**config.mk**
```make
export PLATFORM = sky130hd
export DESIGN_NAME = alu_operand_stage
export DESIGN_NICKNAME = d
export VERILOG_FILES = /design/src/rtl/alu_operand_stage.sv
export SDC_FILE = /design/constraint.sdc
export NUM_CORES = 1
export LEC_CHECK = 0
export ABC_AREA = 1
export BUFFER_PORTS_ARGS = -buffer_cell sky130_fd_sc_hd__clkbuf_2
export CORE_AREA = 8 8 219 221
export DETAILED_ROUTE_END_ITERATION = 7
export DIE_AREA = 0 0 227 229
export PLACE_DENSITY = 0.64
export SLEW_MARGIN = 20
export SYNTH_ARGS = -nofsm -noshare
export SYNTH_HDL_FRONTEND = slang
export SYNTH_SLANG_ARGS = --single-unit
```
**constraint.sdc**
```tcl
create_clock -name clk -period 1.8 [get_ports clk]
set_input_delay 0.18 -clock clk [delete_from_list [all_inputs] [get_ports clk]]
set_output_delay 0.18 -clock clk [all_outputs]
set_load 0.02 [all_outputs]
```
**src/rtl/alu_operand_stage.sv**
```systemverilog
// ID/EX operand stage feeding the 64-bit ALU.
// Resolves RAW hazards by forwarding from EX, MEM and WB. Picks rs2 or the
// immediate as the second operand. Registers operands and function codes in a
// single holding register behind a valid/ready handshake.
//
// Handshake: a transfer happens on a rising edge where valid && ready are both
// high. A producer holding valid keeps its payload stable until it is taken.
// in_ready is combinational. It drops on a flush, on a pending-EX hazard, or
// when the holding register is full and not being drained.
module alu_operand_stage #(
  parameter int XLEN       = 64,
  parameter int REG_ADDR_W = 5
) (
  input  logic                  clk,
  input  logic                  rst_n,
  input  logic                  flush,
  input  logic                  in_valid,
  output logic                  in_ready,
  input  logic [REG_ADDR_W-1:0] in_rs1_addr,
  input  logic [REG_ADDR_W-1:0] in_rs2_addr,
  input  logic [XLEN-1:0]       in_rs1_data,
  input  logic [XLEN-1:0]       in_rs2_data,
  input  logic [XLEN-1:0]       in_imm,
  input  logic                  in_use_imm,
  input  logic [2:0]            in_funct3,
  input  logic [6:0]            in_funct7,
  input  logic [REG_ADDR_W-1:0] in_rd_addr,
  input  logic                  in_reg_write,
  input  logic                  ex_fwd_we,
  input  logic [REG_ADDR_W-1:0] ex_fwd_rd,
  input  logic [XLEN-1:0]       ex_fwd_data,
  input  logic                  ex_fwd_pending,
  input  logic                  mem_fwd_we,
  input  logic [REG_ADDR_W-1:0] mem_fwd_rd,
  input  logic [XLEN-1:0]       mem_fwd_data,
  input  logic                  wb_fwd_we,
  input  logic [REG_ADDR_W-1:0] wb_fwd_rd,
  input  logic [XLEN-1:0]       wb_fwd_data,
  output logic                  out_valid,
  input  logic                  out_ready,
  output logic [XLEN-1:0]       out_in1,
  output logic [XLEN-1:0]       out_in2,
  output logic [2:0]            out_funct3,
  output logic [6:0]            out_funct7,
  output logic [REG_ADDR_W-1:0] out_rd_addr,
  output logic                  out_reg_write
);

  logic            stall;
  logic            accept;
  logic            rs1_hazard;
  logic            rs2_hazard;
  logic [XLEN-1:0] rs1_resolved;
  logic [XLEN-1:0] rs2_resolved;
  logic [XLEN-1:0] in2_sel;

  // Forwarding priority: x0 is zero, then the youngest ready result wins.
  function automatic logic [XLEN-1:0] resolve(
    input logic [REG_ADDR_W-1:0] addr,
    input logic [XLEN-1:0]       rf_data,
    input logic                  ex_we,
    input logic [REG_ADDR_W-1:0] ex_rd,
    input logic [XLEN-1:0]       ex_data,
    input logic                  ex_pending,
    input logic                  mem_we,
    input logic [REG_ADDR_W-1:0] mem_rd,
    input logic [XLEN-1:0]       mem_data,
    input logic                  wb_we,
    input logic [REG_ADDR_W-1:0] wb_rd,
    input logic [XLEN-1:0]       wb_data
  );
    logic [XLEN-1:0] val;
    if (addr == '0)                                   val = '0;
    else if (ex_we && (ex_rd == addr) && !ex_pending) val = ex_data;
    else if (mem_we && (mem_rd == addr))              val = mem_data;
    else if (wb_we && (wb_rd == addr))                val = wb_data;
    else                                              val = rf_data;
    return val;
  endfunction

  // Hazard detection: a used source waits on an EX result not yet produced.
  always_comb begin
    rs1_hazard = (in_rs1_addr != '0) && ex_fwd_we &&
                 (ex_fwd_rd == in_rs1_addr) && ex_fwd_pending;
    rs2_hazard = !in_use_imm && (in_rs2_addr != '0) && ex_fwd_we &&
                 (ex_fwd_rd == in_rs2_addr) && ex_fwd_pending;
    stall      = in_valid && (rs1_hazard || rs2_hazard);
    in_ready   = !flush && (!out_valid || out_ready) && !stall;
    accept     = in_valid && in_ready;
  end

  // Operand resolution and second-operand selection.
  always_comb begin
    rs1_resolved = resolve(in_rs1_addr, in_rs1_data,
                           ex_fwd_we, ex_fwd_rd, ex_fwd_data, ex_fwd_pending,
                           mem_fwd_we, mem_fwd_rd, mem_fwd_data,
                           wb_fwd_we, wb_fwd_rd, wb_fwd_data);
    rs2_resolved = resolve(in_rs2_addr, in_rs2_data,
                           ex_fwd_we, ex_fwd_rd, ex_fwd_data, ex_fwd_pending,
                           mem_fwd_we, mem_fwd_rd, mem_fwd_data,
                           wb_fwd_we, wb_fwd_rd, wb_fwd_data);
    in2_sel      = in_use_imm ? in_imm : rs2_resolved;
  end

  // Holding register: flush kills, accept loads, drain without accept empties.
  always_ff @(posedge clk or negedge rst_n) begin
    if (!rst_n) begin
      out_valid     <= 1'b0;
      out_in1       <= '0;
      out_in2       <= '0;
      out_funct3    <= '0;
      out_funct7    <= '0;
      out_rd_addr   <= '0;
      out_reg_write <= 1'b0;
    end else if (flush) begin
      out_valid     <= 1'b0;
      out_reg_write <= 1'b0;
    end else if (accept) begin
      out_valid     <= 1'b1;
      out_in1       <= rs1_resolved;
      out_in2       <= in2_sel;
      out_funct3    <= in_funct3;
      out_funct7    <= in_funct7;
      out_rd_addr   <= in_rd_addr;
      out_reg_write <= in_reg_write;
    end else if (out_ready) begin
      out_valid     <= 1'b0;
    end
  end

endmodule

```
==> flow_metrics.tcl, run 1 <==
set metrics [dict create \
    grt_pass1_vias 17400 \
    wirelength_um 67300 \
    syn_to_final_growth_pct 47.0 \
    p_leak_nw 11.4 \
    final_util_pct 41.4 \
    dpl.cell_count 3363 \
    h-tree-depth 4 \
    worstRegToRegCells 7 \
    io_buffers 580 \
    via_per_inst 4.89 \
    syn_avg_cell_area_um2 5.62 \
    powerDensity_nw_per_um2 690 \
    combinationalPowerShare_pct 36.5 \
    min_from "ex_fwd_data[6]" \
    hold_path.class "input port to flip-flop" \
    cts_root_buf "clkbuf_16" \
    synth_warnings 0 \
    hold_depth 5 \
    p_switching_w 0.00492 \
    cp_slowest_cell "dfrtp_1" \
    cp-start-kind "flip-flop" \
    synth_fa_ha_area_share_pct 0 \
    place_hpwl_um 49600 \
    synth_cells 2241 \
    yosysSeqAreaShare_pct 28.8 \
    final-seq-area_um2 3630 \
    path_cells "a21oi_1 > buf_4 > nand2_2 > inv_2 > clkbuf_4" \
    seqPwrFrac_pct 32.5 \
    die_y_um 229 \
    setup_tns_ps 0 \
    clock_skew_ps 11.9 \
    startpoint "out_valid" \
    grt_use_met2_pct 42.1 \
    synth_xor_area_share_pct 0 \
    antenna_found_initial 9 \
    rows 78 \
    io_pins 581 \
    drt_iter0_markers 1541 \
    synth_cell_types 23 \
    core_um2 44700 \
    ys_ff_latch 145 \
    synth_top_family_by_area "simple AND/OR/NAND/NOR gates" \
    cts_max_path_buffers 2 \
    path_class "flip-flop to output pin" \
    maxSlewHeadroom_pct 61.9 \
    r2r_slack_ps 270 \
    synth_compound_area_share_pct 3.21 \
    gp_congestion 0.929 \
    grt_pass1_wl_um 101000 \
    cp.required_ps 1620 \
    clock-sinks 145 \
    syn_nets 2676 \
    multi_input_area_um2 7110 \
    clockPowerShare_pct 30.9 \
    clkLatencyLatePin_ps 490 \
    timing.fmax_mhz 589 \
    crit_fanout 3 \
    setup_viol 0 \
    grtUsageTotal_pct 25.2 \
    dieArea_um2 52000 \
    tritoncts "done" \
    grt_max_degree 82 \
    wire_per_inst_um 19.2 \
    drive_above_1_share_pct 25.5 \
    rsz0062_at_grt "false" \
    critPathMaxStageDelay_ps 390 \
    drtPass1Iterations 6 \
    vias 17200 \
    r2r_end "out_in1[34]" \
    synthSimpleGateAreaFrac_pct 52.2 \
    internal_power_w 0.00785 \
    r2r-start "out_valid" \
    hold-path-endpoint "out_in1[6]" \
    cp-end-kind "output pin" \
    grt_busiest_layer "met2" \
    met1_usage_pct 28.7 \
    gr-usage-met3_pct 7.30 \
    status "finished, final reports clean" \
    peakVddDrop_uv 639 \
    whs_ps 38.9 \
    critPathArrivalTime_ps 1520 \
    final_cells 3509 \
    maxCapViolations 0 \
    hold_viol 0 \
    n_fill_cell 4868 \
    final.period_utilization_pct 94.3 \
    synthMuxAreaShare_pct 0 \
    grt-ovfl-total 0 \
    place_area_um2 16800 \
    worstMarginPinSlew_ps 572 \
    drc_errors 0 \
    drv_slew 0 \
    dieWidth_um 227 \
    design_area_um2 18500 \
    cts_buffers 17 \
    nNetsFinal 3326 \
    ant_nets 0 \
    path_clk_slew_ps 60 \
    swShare_pct 38.5 \
    initial_utilization_pct 28.2 \
    synthesis.area_um2 12600 \
    layout_min_cycle_time_ps 1700 \
]
-- layout make-up --
| class | count | area share (%) |
|---|---|---|
| multi-input combinational | 1646 | 38.4 |
| timing repair buffer | 790 | 28.6 |
| sequential | 145 | 19.6 |
| inverter | 291 | 5.90 |
| tap | 600 | 4.06 |
| clock buffer | 19 | 2.34 |
| clock inverter | 13 | 1.00 |
| antenna | 5 | 0.0676 |
-- synth_stat cells --
cell type,count,area (µm²)
nand2_1,1009,3790
inv_1,281,1050
nand3_1,267,1340
nor2_1,155,582
dfrtp_1,145,3630
nand4_1,130,813
buf_2,101,505
a21oi_1,66,330
clkbuf_1,20,75.1
buf_4,19,143
buf_6,13,146
inv_2,9,33.8
o21ai_0,7,35.0
buf_1,6,22.5
nand3_2,2,20.0
nor2_4,2,22.5
o21ai_1,2,10.0
o22ai_1,2,12.5
a21boi_1,1,7.51
a21oi_2,1,8.76
clkinv_1,1,3.75
nand2_2,1,6.26
nor3_1,1,5.00
-- layer usage --
metal,vias up,share of wire (%)
met5,-,0.070
met4,6,5.3
met3,207,10
met2,1022,47
met1,7665,38
li1,8255,-
-- logic make-up after synthesis --
group                  Yosys count
AO/OA/AOI/OAI                   79
AND/OR/NAND/NOR               1567
flip-flops                     145
buffers and inverters          450
-- stage by stage --
step	worst slack (ps)	total power (W)
after floorplan	382	0.00648
after global placement	-117	0.00863
after detailed placement	-122	0.00864
after CTS	21.3	0.0129
after global routing	18.9	0.0135
final	103	0.0128
-- sequential cells by signal, summed over array words and instances (netlist names) --
signal,flops
out_funct3,3
out_reg_write,1
out_in1,64
out_funct7,7
out_valid,1
out_rd_addr,5
out_in2,64
-- worst max-delay path, delay by kind of cell (launching register included) --
| kind | cells | cell delay [ps] |
|---|---|---|
| compound gates | 1 | 160 |
| buf+inv | 3 | 400 |
| flops | 1 | 390 |
| simple gates | 1 | 90 |
-- power by group through the flow --
stage,clock network (W),logic (W),registers (W)
after floorplan,0,0.00164,0.00484
after global placement,0,0.00443,0.00419
after detailed placement,0,0.00445,0.00419
after CTS,0.00407,0.00465,0.00415
after global routing,0.00417,0.00507,0.00421
final,0.00395,0.00466,0.00415
-- worst max path at each step --
stage | end | cells past startpoint
after floorplan | out_in2[58] | 7
after global placement | out_in1[48] | 12
after detailed placement | out_in2[21] | 14
after CTS | in_ready | 5
after global routing | in_ready | 5
final | in_ready | 5
-- what timing repair did --
item | 4_1_cts | 5_1_grt
resized for setup | 2 | 1
hold endpoints to repair | 251 | 0
pin swaps | 0 | 0
endpoints found under the setup margin | 1 | 1
hold buffers | 109 | 0
setup buffers | 0 | 0
-- cells in the final DEF, fill, tap and decap left out, drive strengths merged --
cell type	n
a21boi	1
a21oi	67
buf	103
bufinv	4
clkbuf	597
clkinv	7
clkinvlp	2
dfrtp	145
diode	5
dlygate4sd3	109
inv	291
nand2	1010
nand3	269
nand4	130
nor2	157
nor3	1
o21ai	9
o22ai	2
No activity file was read; power rests on OpenSTA's default activity.
==> run 2: changes to the inputs <==
--- a/config.mk
+++ b/config.mk
@@ -12,4 +12,5 @@
 export DIE_AREA = 0 0 227 229
 export PLACE_DENSITY = 0.64
+export SKIP_LAST_GASP = 1
 export SLEW_MARGIN = 20
 export SYNTH_ARGS = -nofsm -noshare
==> constraint.sdc (replaced) <==
create_clock -name clk -period 1.8 [get_ports clk]
set_input_delay 0 -clock clk [delete_from_list [all_inputs] [get_ports clk]]
set_output_delay 0 -clock clk [all_outputs]
set_load 0.02 [all_outputs]
==> flow_metrics.tcl, run 2 (same netlist as run 1, synthesis figures left out) <==
set metrics [dict create \
    rsz0062_at_grt "true" \
    die_y_um 229 \
    drtPass1Iterations 8 \
    preCtsSetupSlack_ps 118 \
    dieWidth_um 227 \
    wirelength_um 70500 \
    met1_usage_pct 29.7 \
    min_from "in_rs2_data[27]" \
    peakVddDrop_uv 615 \
    timing.fmax_mhz 569 \
    path_buf_inv 6 \
    p_leak_nw 12.1 \
    r2r_end "out_in2[42]" \
    gr-usage-met3_pct 6.03 \
    crit_fanout 6 \
    powerDensity_nw_per_um2 665 \
    cpMostUsedCell "nand2_1" \
    layout_min_cycle_time_ps 1760 \
    critPathArrivalTime_ps 2130 \
    r2r-start "out_valid" \
    final_common_cell "nand2_1" \
    cp.required_ps 2170 \
    cts_max_path_buffers 2 \
    drive_above_1_share_pct 24.0 \
    hold_depth 9 \
    maxCapViolations 0 \
    path_class "input port to flip-flop" \
    drc_errors 0 \
    final.period_utilization_pct 97.7 \
    worstMarginPinSlew_ps 544 \
    antenna_found_initial 8 \
    place_hpwl_um 48900 \
    clock-sinks 145 \
    syn_to_final_growth_pct 59.5 \
    clock_skew_ps 9.88 \
    cts_root_buf "clkbuf_16" \
    nNetsFinal 3472 \
    n_fill_cell 4750 \
    timing.final.ws_setup_ps 42.0 \
    maxSlewHeadroom_pct 63.8 \
    h-tree-depth 4 \
    dieArea_um2 52000 \
    cp-end-kind "flip-flop" \
    drt_iter0_markers 1862 \
    cp-start-kind "input port" \
    vias 18000 \
    critPathMaxStageDelay_ps 550 \
    path_cells "clkbuf_2 > inv_2 > nand2_1 > nand2_1 > nor2_1 > nand3_1 > nor2_4 > buf_12 > clkbuf_16 > buf_4 > a21oi_1 > nand2_1 > nand2_1 > dlygate4sd3_1 > nand2_1 > nand2_1" \
    wire_per_inst_um 19.3 \
    p_total_w 0.0133 \
    critPathTopFamily "buffers and inverters" \
    core_um2 44700 \
    grt_max_degree 88 \
    grt_pass1_vias 18300 \
    grt-ovfl-total 0 \
    gp_congestion 0.931 \
    drv_slew 0 \
    tritoncts "done" \
    setup_viol 0 \
    r2r_slack_ps 210 \
    most-common-layout-cells "nand2_1, clkbuf_2, inv_1" \
    hold-path-endpoint "out_in2[27]" \
    path_clk_slew_ps 70 \
    cts_buffers 17 \
    io_pins 581 \
    io_buffers 580 \
    hold_path.class "input port to flip-flop" \
    worstRegToRegCells 7 \
    grt_use_met2_pct 44.5 \
    hold_viol 0 \
    grt_pass1_wl_um 104000 \
    largestRegisters "out_in1 (64), out_in2 (64), out_funct7 (7)" \
    clkLatencyLatePin_ps 490 \
    rows 78 \
    status "finished, final reports clean" \
    via_per_inst 4.94 \
    grt_busiest_layer "met2" \
    ant_nets 0 \
    initial_utilization_pct 28.2 \
    cp_slowest_cell "dlygate4sd3_1" \
    grtUsageTotal_pct 26.0 \
]
==> run 2: cell count changes in the layout (fill, tap and decap cells not counted), sizes merged <==
cell         previous run  this run
buf                   103        92
clkinv                  7         6
diode                   5         6
dlygate4sd3           109       267
==> run 2: worst register-to-register path, stage by stage (launching register included) <==
cell,delay (ps)
dfrtp_1,390
a21oi_1,160
buf_4,160
nand3_4,110
buf_4,250
buf_12,240
nand2_1,110
nand2_1,60
==> run 2: per-stage QoR <==
step           instance area [µm²]  TNS (ps)  utilization, %  std cells  hold slack (ps)
3_3_place_gp                 16500         0            37.0       3342            -44.7
4_1_cts                      19900         0            44.4       3642             1.78
3_5_place_dp                 16500         0            37.0       3342            -44.0
6_report                     20100         0            44.9       3656             46.1
5_1_grt                      20100     -59.6            44.9       3654             82.1
2_1_floorplan                12600         0               -       2241             -296
==> run 2: timing repair <==
item / in CTS / in global routing
hold buffers: 268 / 0
resized for setup: 0 / 25
hold endpoints to repair: 290 / 0
setup endpoints to repair: 0 / 65
buffers inserted: 0 / 5
==> run 2: routing by layer <==
layer	wire, µm	vias up	share of wire [%]
met5	25	-	0.035
met4	3730	4	5.3
met3	6720	226	9.5
met2	33600	1120	48
met1	26400	8150	37
li1	-	8544	-
==> run 2: cell type report <==
| cell class | count | area [µm²] | area share, % |
|---|---|---|---|
| Multi-Input combinational cell | 1646 | 7120 | 35.5 |
| Timing Repair Buffer | 936 | 6840 | 34.1 |
| Sequential cell | 145 | 3630 | 18.1 |
| Inverter | 291 | 1090 | 5.44 |
| Tap cell | 600 | 751 | 3.74 |
| Clock buffer | 20 | 457 | 2.27 |
| Clock inverter | 12 | 180 | 0.897 |
| Antenna cell | 6 | 15.0 | 0.0748 |
==> run 2: worst max-delay path by stage <==
stage	startpoint	endpoint	slack [ps]	cells after the start
2_1_floorplan	out_valid	out_in2[58]	380	7
5_1_grt	in_rs2_addr[3]	out_in2[42]	-20	14
3_5_place_dp	in_rs1_addr[0]	out_in1[20]	120	11
3_3_place_gp	in_rs1_addr[0]	out_in1[45]	110	11
4_1_cts	in_rs1_addr[0]	out_in1[20]	110	12
6_report	in_rs2_addr[4]	out_in2[30]	40	16
==> run 2: where the power goes <==
part	total [W]	leakage, nW	internal [W]	switching, W
registers	0.00415	1.81	0.00381	0.000342
logic	0.00510	9.94	0.00205	0.00305
clock network	0.00410	0.307	0.00240	0.00170
